<file path="src/rtl/execute_stage.sv">
// Execute stage: 16x32 register file, NZCV flags, 32-word data RAM
// with one GPIO word at address 32, and taken-branch redirect to Fetch.
//
// Ports:
//   clk, rst_n         clock, async active-low reset
//   num_to_rhs, num    right-operand select and immediate/offset/delta
//   sel_p0, sel_p1     operand A / B register indices
//   sel_in             destination register index
//   uop                micro-op code (12..31 act as NOP)
//   branch_cond        ARM condition, 4'b1111 = not a branch
//   global_disable     one-cycle squash pulse after a taken branch
//   delta_instruction  branch offset while global_disable is high
//   gpio_state         current GPIO register value
module execute_stage (
  input  logic        clk,
  input  logic        rst_n,
  input  logic        num_to_rhs,
  input  logic [31:0] num,
  input  logic [3:0]  sel_p0,
  input  logic [3:0]  sel_p1,
  input  logic [3:0]  sel_in,
  input  logic [4:0]  uop,
  input  logic [3:0]  branch_cond,
  output logic        global_disable,
  output logic [31:0] delta_instruction,
  output logic [31:0] gpio_state
);

  localparam logic [4:0] UOP_NOP = 5'd0;
  localparam logic [4:0] UOP_ADD = 5'd1;
  localparam logic [4:0] UOP_SUB = 5'd2;
  localparam logic [4:0] UOP_AND = 5'd3;
  localparam logic [4:0] UOP_EOR = 5'd4;
  localparam logic [4:0] UOP_CMP = 5'd5;
  localparam logic [4:0] UOP_LSL = 5'd6;
  localparam logic [4:0] UOP_LSR = 5'd7;
  localparam logic [4:0] UOP_MOV = 5'd8;
  localparam logic [4:0] UOP_STR = 5'd9;
  localparam logic [4:0] UOP_LDR = 5'd10;
  localparam logic [4:0] UOP_ORR = 5'd11;

  logic [31:0] rf  [16];
  logic [31:0] ram [32];
  logic [31:0] gpio;
  logic        f_n, f_z, f_c, f_v;

  logic [31:0] op_a, op_b, op_r;
  logic [4:0]  shamt;
  logic [32:0] diff;
  logic [31:0] addr, ld_data, alu_res;
  logic        addr_ram, addr_gpio;
  logic        is_branch, cond_ok, live, taken, exec;
  logic        rf_we, flag_we, ram_we, gpio_we;

  assign gpio_state = gpio;

  always_comb begin
    op_a      = rf[sel_p0];
    op_b      = rf[sel_p1];
    op_r      = num_to_rhs ? num : op_b;
    shamt     = num_to_rhs ? num[4:0] : op_a[4:0];
    // 33-bit subtract: bit 32 is the borrow
    diff      = {1'b0, op_a} - {1'b0, op_r};
    addr      = op_b + op_r;
    addr_ram  = (addr[31:5] == 27'd0);
    addr_gpio = (addr == 32'd32);
    if (addr_ram)
      ld_data = ram[addr[4:0]];
    else if (addr_gpio)
      ld_data = gpio;
    else
      ld_data = '0;
  end

  always_comb begin
    cond_ok = 1'b0;
    unique case (branch_cond)
      4'h0: cond_ok = f_z;
      4'h1: cond_ok = !f_z;
      4'h2: cond_ok = f_c;
      4'h3: cond_ok = !f_c;
      4'h4: cond_ok = f_n;
      4'h5: cond_ok = !f_n;
      4'h6: cond_ok = f_v;
      4'h7: cond_ok = !f_v;
      4'h8: cond_ok = f_c && !f_z;
      4'h9: cond_ok = !f_c || f_z;
      4'ha: cond_ok = (f_n == f_v);
      4'hb: cond_ok = (f_n != f_v);
      4'hc: cond_ok = !f_z && (f_n == f_v);
      4'hd: cond_ok = f_z || (f_n != f_v);
      4'he: cond_ok = 1'b1;
      default: cond_ok = 1'b0;
    endcase
  end

  // the cycle after a taken branch is squashed, branches included
  assign is_branch = (branch_cond != 4'hf);
  assign live      = !global_disable;
  assign taken     = live && is_branch && cond_ok;
  assign exec      = live && !is_branch;

  always_comb begin
    alu_res = '0;
    rf_we   = 1'b0;
    flag_we = 1'b0;
    ram_we  = 1'b0;
    gpio_we = 1'b0;
    unique case (uop)
      UOP_NOP: ;
      UOP_ADD: begin alu_res = op_a + op_r;     rf_we = exec; end
      UOP_SUB: begin alu_res = diff[31:0];      rf_we = exec; end
      UOP_AND: begin alu_res = op_a & op_r;     rf_we = exec; end
      UOP_EOR: begin alu_res = op_a ^ op_r;     rf_we = exec; end
      UOP_CMP: flag_we = exec;
      UOP_LSL: begin alu_res = op_b << shamt;   rf_we = exec; end
      UOP_LSR: begin alu_res = op_b >> shamt;   rf_we = exec; end
      UOP_MOV: begin
        alu_res = num_to_rhs ? num : op_a;
        rf_we   = exec;
      end
      UOP_STR: begin
        ram_we  = exec && addr_ram;
        gpio_we = exec && addr_gpio;
      end
      UOP_LDR: begin alu_res = ld_data;         rf_we = exec; end
      UOP_ORR: begin alu_res = op_a | op_r;     rf_we = exec; end
      default: ;
    endcase
  end

  always_ff @(posedge clk or negedge rst_n) begin
    if (!rst_n) begin
      for (int i = 0; i < 16; i++) rf[i] <= '0;
      f_n               <= 1'b0;
      f_z               <= 1'b0;
      f_c               <= 1'b0;
      f_v               <= 1'b0;
      gpio              <= '0;
      global_disable    <= 1'b0;
      delta_instruction <= '0;
    end else begin
      if (rf_we) rf[sel_in] <= alu_res;
      if (flag_we) begin
        f_n <= diff[31];
        f_z <= (diff[31:0] == 32'd0);
        f_c <= !diff[32];
        f_v <= (op_a[31] ^ op_r[31]) & (op_a[31] ^ diff[31]);
      end
      if (gpio_we) gpio <= op_a;
      global_disable    <= taken;
      delta_instruction <= taken ? num : '0;
    end
  end

  // RAM contents survive reset
  always_ff @(posedge clk) begin
    if (ram_we) ram[addr[4:0]] <= op_a;
  end

endmodule

</file>
<file path="config.mk">
export PLATFORM = sky130hd
export DESIGN_NAME = execute_stage
export DESIGN_NICKNAME = d
export VERILOG_FILES = /design/src/rtl/execute_stage.sv
export SDC_FILE = /design/constraint.sdc
export NUM_CORES = 2
export LEC_CHECK = 0
export CAP_MARGIN = 0
export CORE_MARGIN = 4
export CORE_UTILIZATION = 35
export DETAILED_ROUTE_END_ITERATION = 12
export GPL_ROUTABILITY_DRIVEN = 1
export GPL_TIMING_DRIVEN = 0
export MAX_ROUTING_LAYER = met4
export PLACE_DENSITY_LB_ADDON = 0.05
export SLEW_MARGIN = 5
export SYNTH_ARGS = -nofsm -noshare
export SYNTH_HDL_FRONTEND = slang
export SYNTH_SLANG_ARGS = --single-unit
</file>
<file path="constraint.sdc">
create_clock -name clk -period 19.3 [get_ports clk]
set_input_delay 1.93 -clock clk [delete_from_list [all_inputs] [get_ports clk]]
set_output_delay 1.93 -clock clk [all_outputs]
set_load 0.02 [all_outputs]
</file>
# Yosys cells after proc, flatten, opt, wreduce, memory -nomap -nowiden
# Memory sizes are Yosys's and may differ from the RTL's.
# Index checks and enable logic that the tools add are counted.
classes:
  n_addsub: 3
  n_lt_le_gt_ge: 4
  n_eq_ne: 29
  n_shift: 2
  muxes: 23
  n_bitwise: 9
  reduce_logical: 21
ops:
  columns: ["op", "count"]
  rows:
  - ["bitwise mux 512 bit", 1]
  - ["two-way mux 32 bit", 10]
  - ["one-hot mux 32 bit (9 select lines)", 1]
  - ["binary-select mux 32 bit (select 4 bit)", 2]
  - ["demux 32 bit (select 4 bit)", 1]
  - ["adder 32 bit", 2]
  - ["subtractor 32 x 32 -> 33 bit", 1]
  - ["AND 32 bit", 1]
  - ["equality test 32 x 6 -> 1 bit, second input constant", 1]
  - ["zero test 32 bit", 1]
  - ["bitwise OR 32 bit", 1]
  - ["left shift 32 x 5 -> 32 bit", 1]
  - ["right shift 32 x 5 -> 32 bit", 1]
  - ["bitwise XOR 32 bit", 1]
  - ["equality test 4 bit, second input constant", 7]
  - ["zero test 27 bit", 1]
  - ["equality test 5 x 3 -> 1 bit, second input constant", 4]
  - ["equality test 5 x 4 -> 1 bit, second input constant", 4]
  - ["equality test 4 x 3 -> 1 bit, second input constant", 4]
  - [">= comparator 5 bit, second input constant", 3]
  - ["inverter 4 -> 5 bit", 3]
  - ["one-hot mux 1 bit (15 select lines)", 1]
  - ["equality test 5 x 2 -> 1 bit, second input constant", 2]
  - ["OR reduction 9 bit", 1]
  - ["15 further kinds", 36]
word_totals:
  register_bits: 581
  ram_bits: 1024
  input_bits: 56
  out_inout_bits: 65
  wordCells: 115
  n_memories: 1
memory_table:
  columns: ["name", "words", "width", "rd", "rd_ports_with_merged_regs", "write_ports", "line_no", "text"]
  rows:
  - ["ram", 32, 32, 1, 0, 1, "43", "logic [31:0] ram [32];"]

# Depth between registers and ports, before layout
logic_depth:
  depth_word: 11
  ltp_mapped: 26
  ltp_nobuf: 19

# Worst setup path after synthesis
# Ideal clock, no wire load.
synth_path:
  kind: "in2reg"
  from: "in sel_p1[0]"
  to: "mem ram[0][0], enable pin"
  setup_time_ns: 0.421
  arrival_ns: 8.262
  required_ns: 18.879
  setup_slack_ns: 10.617
  stages: 20
  n_path_buf: 4
  cell_sequence: "buf_2 buf_2 mux4_2 mux4_2 a21boi_0 inv_1 ha_1 clkbuf_1 a21oi_1 o211ai_1 o211ai_1 nand3_1 or4_1 a311oi_1 nand4_1 nor4_1 nand3_1 or3_1 clkbuf_1 nor2_1"
synth_via:
  elab_chain_len: 11
synth_lines:
  columns: ["item", "line_no", "text"]
  rows:
  - ["from (decl)", "20", "input logic [3:0] sel_p1,"]
  - ["inverter 4 -> 5 bit (not written as such) (*)", "59", "op_b = rf[sel_p1];"]
  - ["binary-select mux 32 bit (select 4 bit) (*)", "59", null]
  - ["two-way mux 32 bit (not written as such) (*) (2 in series)", "59", null]
  - ["two-way mux 32 bit", "60", "op_r = num_to_rhs ? num : op_b;"]
  - ["adder 32 bit (*)", "64", "addr = op_b + op_r;"]
  - ["zero test 27 bit", "65", "addr_ram = (addr[31:5] == 27'd0);"]
  - ["logical AND 1 bit", "123", "ram_we = exec && addr_ram;"]
  - ["two-way mux 1 bit", "109", "unique case (uop)"]
  - ["two-way mux 1 bit", "158", "if (ram_we) ram[addr[4:0]] <= op_a;"]
  - ["two-way mux 1 bit (not written as such)", "158", null]
  - ["to (decl)", "43", null]
# Every way passes the cells marked *; elsewhere a longest branch is shown, timed or not. The select of a mux whose other input is x is not followed.

# Worst setup path in the final report
layout_path:
  from: "in sel_p1[2]"
  to: "mem ram[6][24], enable pin"
# Same word-level chain as after synthesis.

==> flow_summary_export.csv <==
group,metric,value,unit
status,outcome,"finished with violations",
status,failed_checks,"capacitance limit, slew limit",
timing,hold_violations,0,
critical_path,critical_path_arrival,14.16,ns
critical_path,rr_startpoint,"rf[385]",
critical_path,cp_data_required_time,19.79,ns
timing,transition_at_the_pin_with_the_smallest_max_transition_slack,1.521,ns
timing,final_period_util,70.83,%
cells_and_area,design.final.nets,6310,
global_route,globalRouteMet2Util,49.75,%
power_and_ir_drop,max-vdd-ir-drop,0.07316,mV
clock_network,clock_tree.root_cell,"clkbuf_16",
routing,dr.first_iter.drc_count,8021,
timing,setup_violations_final,0,
global_route,antenna_found_initial,39,
global_route,first_pass_grt_wire_length,539800,µm
die,effective_utilization_at_floorplan,35.20,%
critical_path,timing.reg2reg.setup_slack,9.10,ns
power_and_ir_drop,leakage_power_summed_over_all_cells,0.03608,µW
cells_and_area,postLayoutCoreUtil,40.96,%
power_and_ir_drop,power.density_cell_area,83.66,nW/µm²
timing,layout_min_cycle_time,13.67,ns
clock_network,cts_tree,"yes",
placement,placement.io_buffers,108,
synthesis,postSynth.asyncResetShare,36.20,%
clock_network,hold_buffers,0,
synthesis,synth_top_cells_by_count,"edfxtp_1, dfrtp_1, mux4_2",
timing,rsz0062_at_grt,"false",
placement,final_weighted_congestion_in_routability_driven_placement,1.126,
synthesis,ys_ff_latch,1605,
timing,setup_total_negative_slack,0,ns
critical_path,endpoint_kind,"register",
synthesis,postSynthCellCount,5731,
clock_network,cts-htree-levels,4,
synthesis,synth_largest_type_area_fraction,37.93,%
synthesis,area_contributors_post_synth,"edfxtp_1, dfrtp_1, mux4_2",
cells_and_area,post_layout_nonfiller_instances,9330,
routing,post_drt_wl_per_cell,43.48,µm
clock_network,clockBufferDepth,3,
clock_network,ctsResizeCount,0,
routing,detail-route-antenna-nets,0,
global_route,largest_net_degree_at_the_start_of_global_routing,110,
synthesis,synth_nets,5917,
placement,place_inst,8965,
cells_and_area,seq_area,45290,µm²
die,die_height,489.3,µm
synthesis,synth-edff-count,1024,
die,die_area,239400,µm²
synthesis,yosys_warnings,0,
routing,viasPerCell,6.430,
synthesis,yosysSeqAreaShare,55.86,%
global_route,first_global_vias,57881,
cells_and_area,fillCellCount,21411,
cells_and_area,area_growth_syn_to_layout,16.37,%
critical_path,crit_path_max_incr_delay,1.13,ns
synthesis,synthMostInstantiatedCell,"edfxtp_1",
flow_run,maxCapViolCount,3,
critical_path,crit_fanout,14,
timing,slew-limit-headroom,-1.403,%
global_route,grtUsageTotal,34.49,%
synthesis,synth_top_flop_cell,"edfxtp_1",
critical_path,critical_path.reg2reg.endpoint,"ram[6][24]",
routing,detailroute.via_count,59996,
min_path,hold_path_startpoint,"rf[349]",
timing,timing.clock.skew,0.05909,ns
synthesis,yosysTopAreaCell,"edfxtp_1",
routing,route.detailed.drc,0,
global_route,gr_util_met3,7.062,%
routing,detail_route.first_pass.iterations,8,
die,die-width,489.3,µm
critical_path,slowest_cell_on_the_critical_path,"nor4_1",
clock_network,cts_buffers,183,
clock_network,post_cts_buffers,0,
clock_network,insertion_delay,0.84,ns
synthesis,netlist_area_before_placement,81080,µm²
cells_and_area,area_of_the_multi_input_gates,33760,µm²
die,floorplan.rows,176,
critical_path,critical_path.startpoint,"sel_p1[2]",
global_route,gr-max-usage-layer,"met2",
die,io_pins,121,
clock_network,path_clk_slew,0.06,ns
routing,routed_wirelength,405600,µm
die,placeableCoreArea,230300,µm²
timing,hold_ws,0.5032,ns
critical_path,criticalPathCategory,"input pin to register",
synthesis,synth_area_per_cell,14.15,µm²
critical_path,crit_path_start_kind,"input pin",
min_path,holdPathEnd,"rf[349]",
synthesis,synthDistinctLibCells,104,
critical_path,rr_worst_depth,19,
placement,post-dp-hpwl,296000,µm
clock_network,clkSinkCount,1605,
cells_and_area,drive_gt1_share,25.41,%
global_route,grt_remaining_overflow,0,
min_path,hp-class,"register to register",
critical_path,cpMostUsedCell,"buf_2",
global_route,grt.met1_usage,46.79,%
timing,fmax,0.07316,GHz
min_path,holdPathStages,2,
timing,slew_viol_final,11,
## stage by stage
stage,instance area (µm²),setup WS (ns),power (µW)
floorplan,81080,10.62,4124
global placement,85940,-12.19,4520
detailed placement,88440,5.356,4527
CTS,94270,6.194,7947
global route,94320,5.562,8116
finish,94350,5.630,7893
## worst max-delay path, delay by kind of cell
kind | cells | cell delay (ns)
buffers and inverters | 11 | 5.12
AOI/OAI and AO/OA | 6 | 2.14
adders and majority gates | 1 | 0.14
xor gates and xnor gates | 1 | 0.24
and+or+nand+nor | 6 | 3.41
muxes | 2 | 1.08
## kinds of logic (layout without fill, tap and decap cells)
| logic type | Yosys count | in the layout | share of synthesized area [%] |
|---|---|---|---|
| flip-flops | 1605 | 1605 | 55.86 |
| AND/OR/NAND/NOR | 1170 | 1170 | 6.625 |
| AO/OA/AOI/OAI | 1133 | 1133 | 9.381 |
| multiplexers | 1067 | 1067 | 22.46 |
| buffers and inverters | 569 | 1115 | 3.023 |
| adder cells (fa/ha/maj) | 130 | 130 | 2.034 |
| XOR/XNOR | 57 | 57 | 0.6157 |
| other | 0 | 27 | 0 |
## state kept, by name, indices dropped and copies added (netlist names)
| register | flops |
|---|---|
| ram | 1024 |
| f_n | 1 |
| rf | 512 |
| f_v | 1 |
| gpio_state | 32 |
| f_z | 1 |
| global_disable | 1 |
| delta_instruction | 32 |
| f_c | 1 |
## power breakdown
part	leakage [µW]	switching, µW	internal [µW]
registers	0.0189	11.7	3670
logic	0.0144	578	219
clock network	0.00283	1480	1940
total	0.0361	2070	5830
## cells in the final DEF, fill, tap and decap left out, drive strengths merged, types with 15 or more instances in the layout
| cell | count |
|---|---|
| nand4 | 39 |
| a2111oi | 18 |
| o221ai | 46 |
| inv | 153 |
| a21oi | 240 |
| nand3 | 177 |
| a22oi | 30 |
| o2111ai | 15 |
| edfxtp | 1024 |
| a221oi | 32 |
| a21boi | 25 |
| o22ai | 81 |
| mux2 | 420 |
| o311ai | 18 |
| clkdlybuf4s50 | 107 |
| a211oi | 27 |
| o21bai | 17 |
| a221o | 19 |
| diode | 27 |
| nor4 | 31 |
| or3 | 15 |
| mux2i | 87 |
| dfrtp | 581 |
| xnor2 | 48 |
| a21o | 26 |
| clkinv | 57 |
| nand2 | 464 |
| nor3 | 76 |
| o31ai | 16 |
| o21a | 15 |
| and2 | 63 |
| o21ai | 310 |
| clkbuf | 519 |
| mux4 | 560 |
| a31oi | 37 |
| nor2 | 224 |
| ha | 127 |
| o211ai | 44 |
| nor2b | 15 |
| buf | 270 |
## layout make-up
class	count	share of cell area, %
diodes	27	0.07161
clock buffers	266	5.385
repair buffers	208	3.327
flip-flops and latches	1605	48.00
clock inverters	72	0.7904
inverters	147	0.5848
well taps	3026	4.013
multi-input cells	3557	35.79
plain buffers	422	2.042
## layer usage
layer | part of all wire [%] | wire (µm)
met5 | 0 | 0
met4 | 5.9 | 23870
met3 | 8.6 | 35000
met2 | 43 | 176300
met1 | 42 | 170500
## worst max path at each step
stage | end | slack [ns] | cells past startpoint
2_1_floorplan | ram[0][0] | 10.62 | 20
3_3_place_gp | rf[314] | -12.19 | 1
3_5_place_dp | ram[27][19] | 5.36 | 28
4_1_cts | ram[27][27] | 6.19 | 28
5_1_grt | ram[27][27] | 5.56 | 27
6_report | ram[6][24] | 5.63 | 27
(Power assumes the default switching activity.)
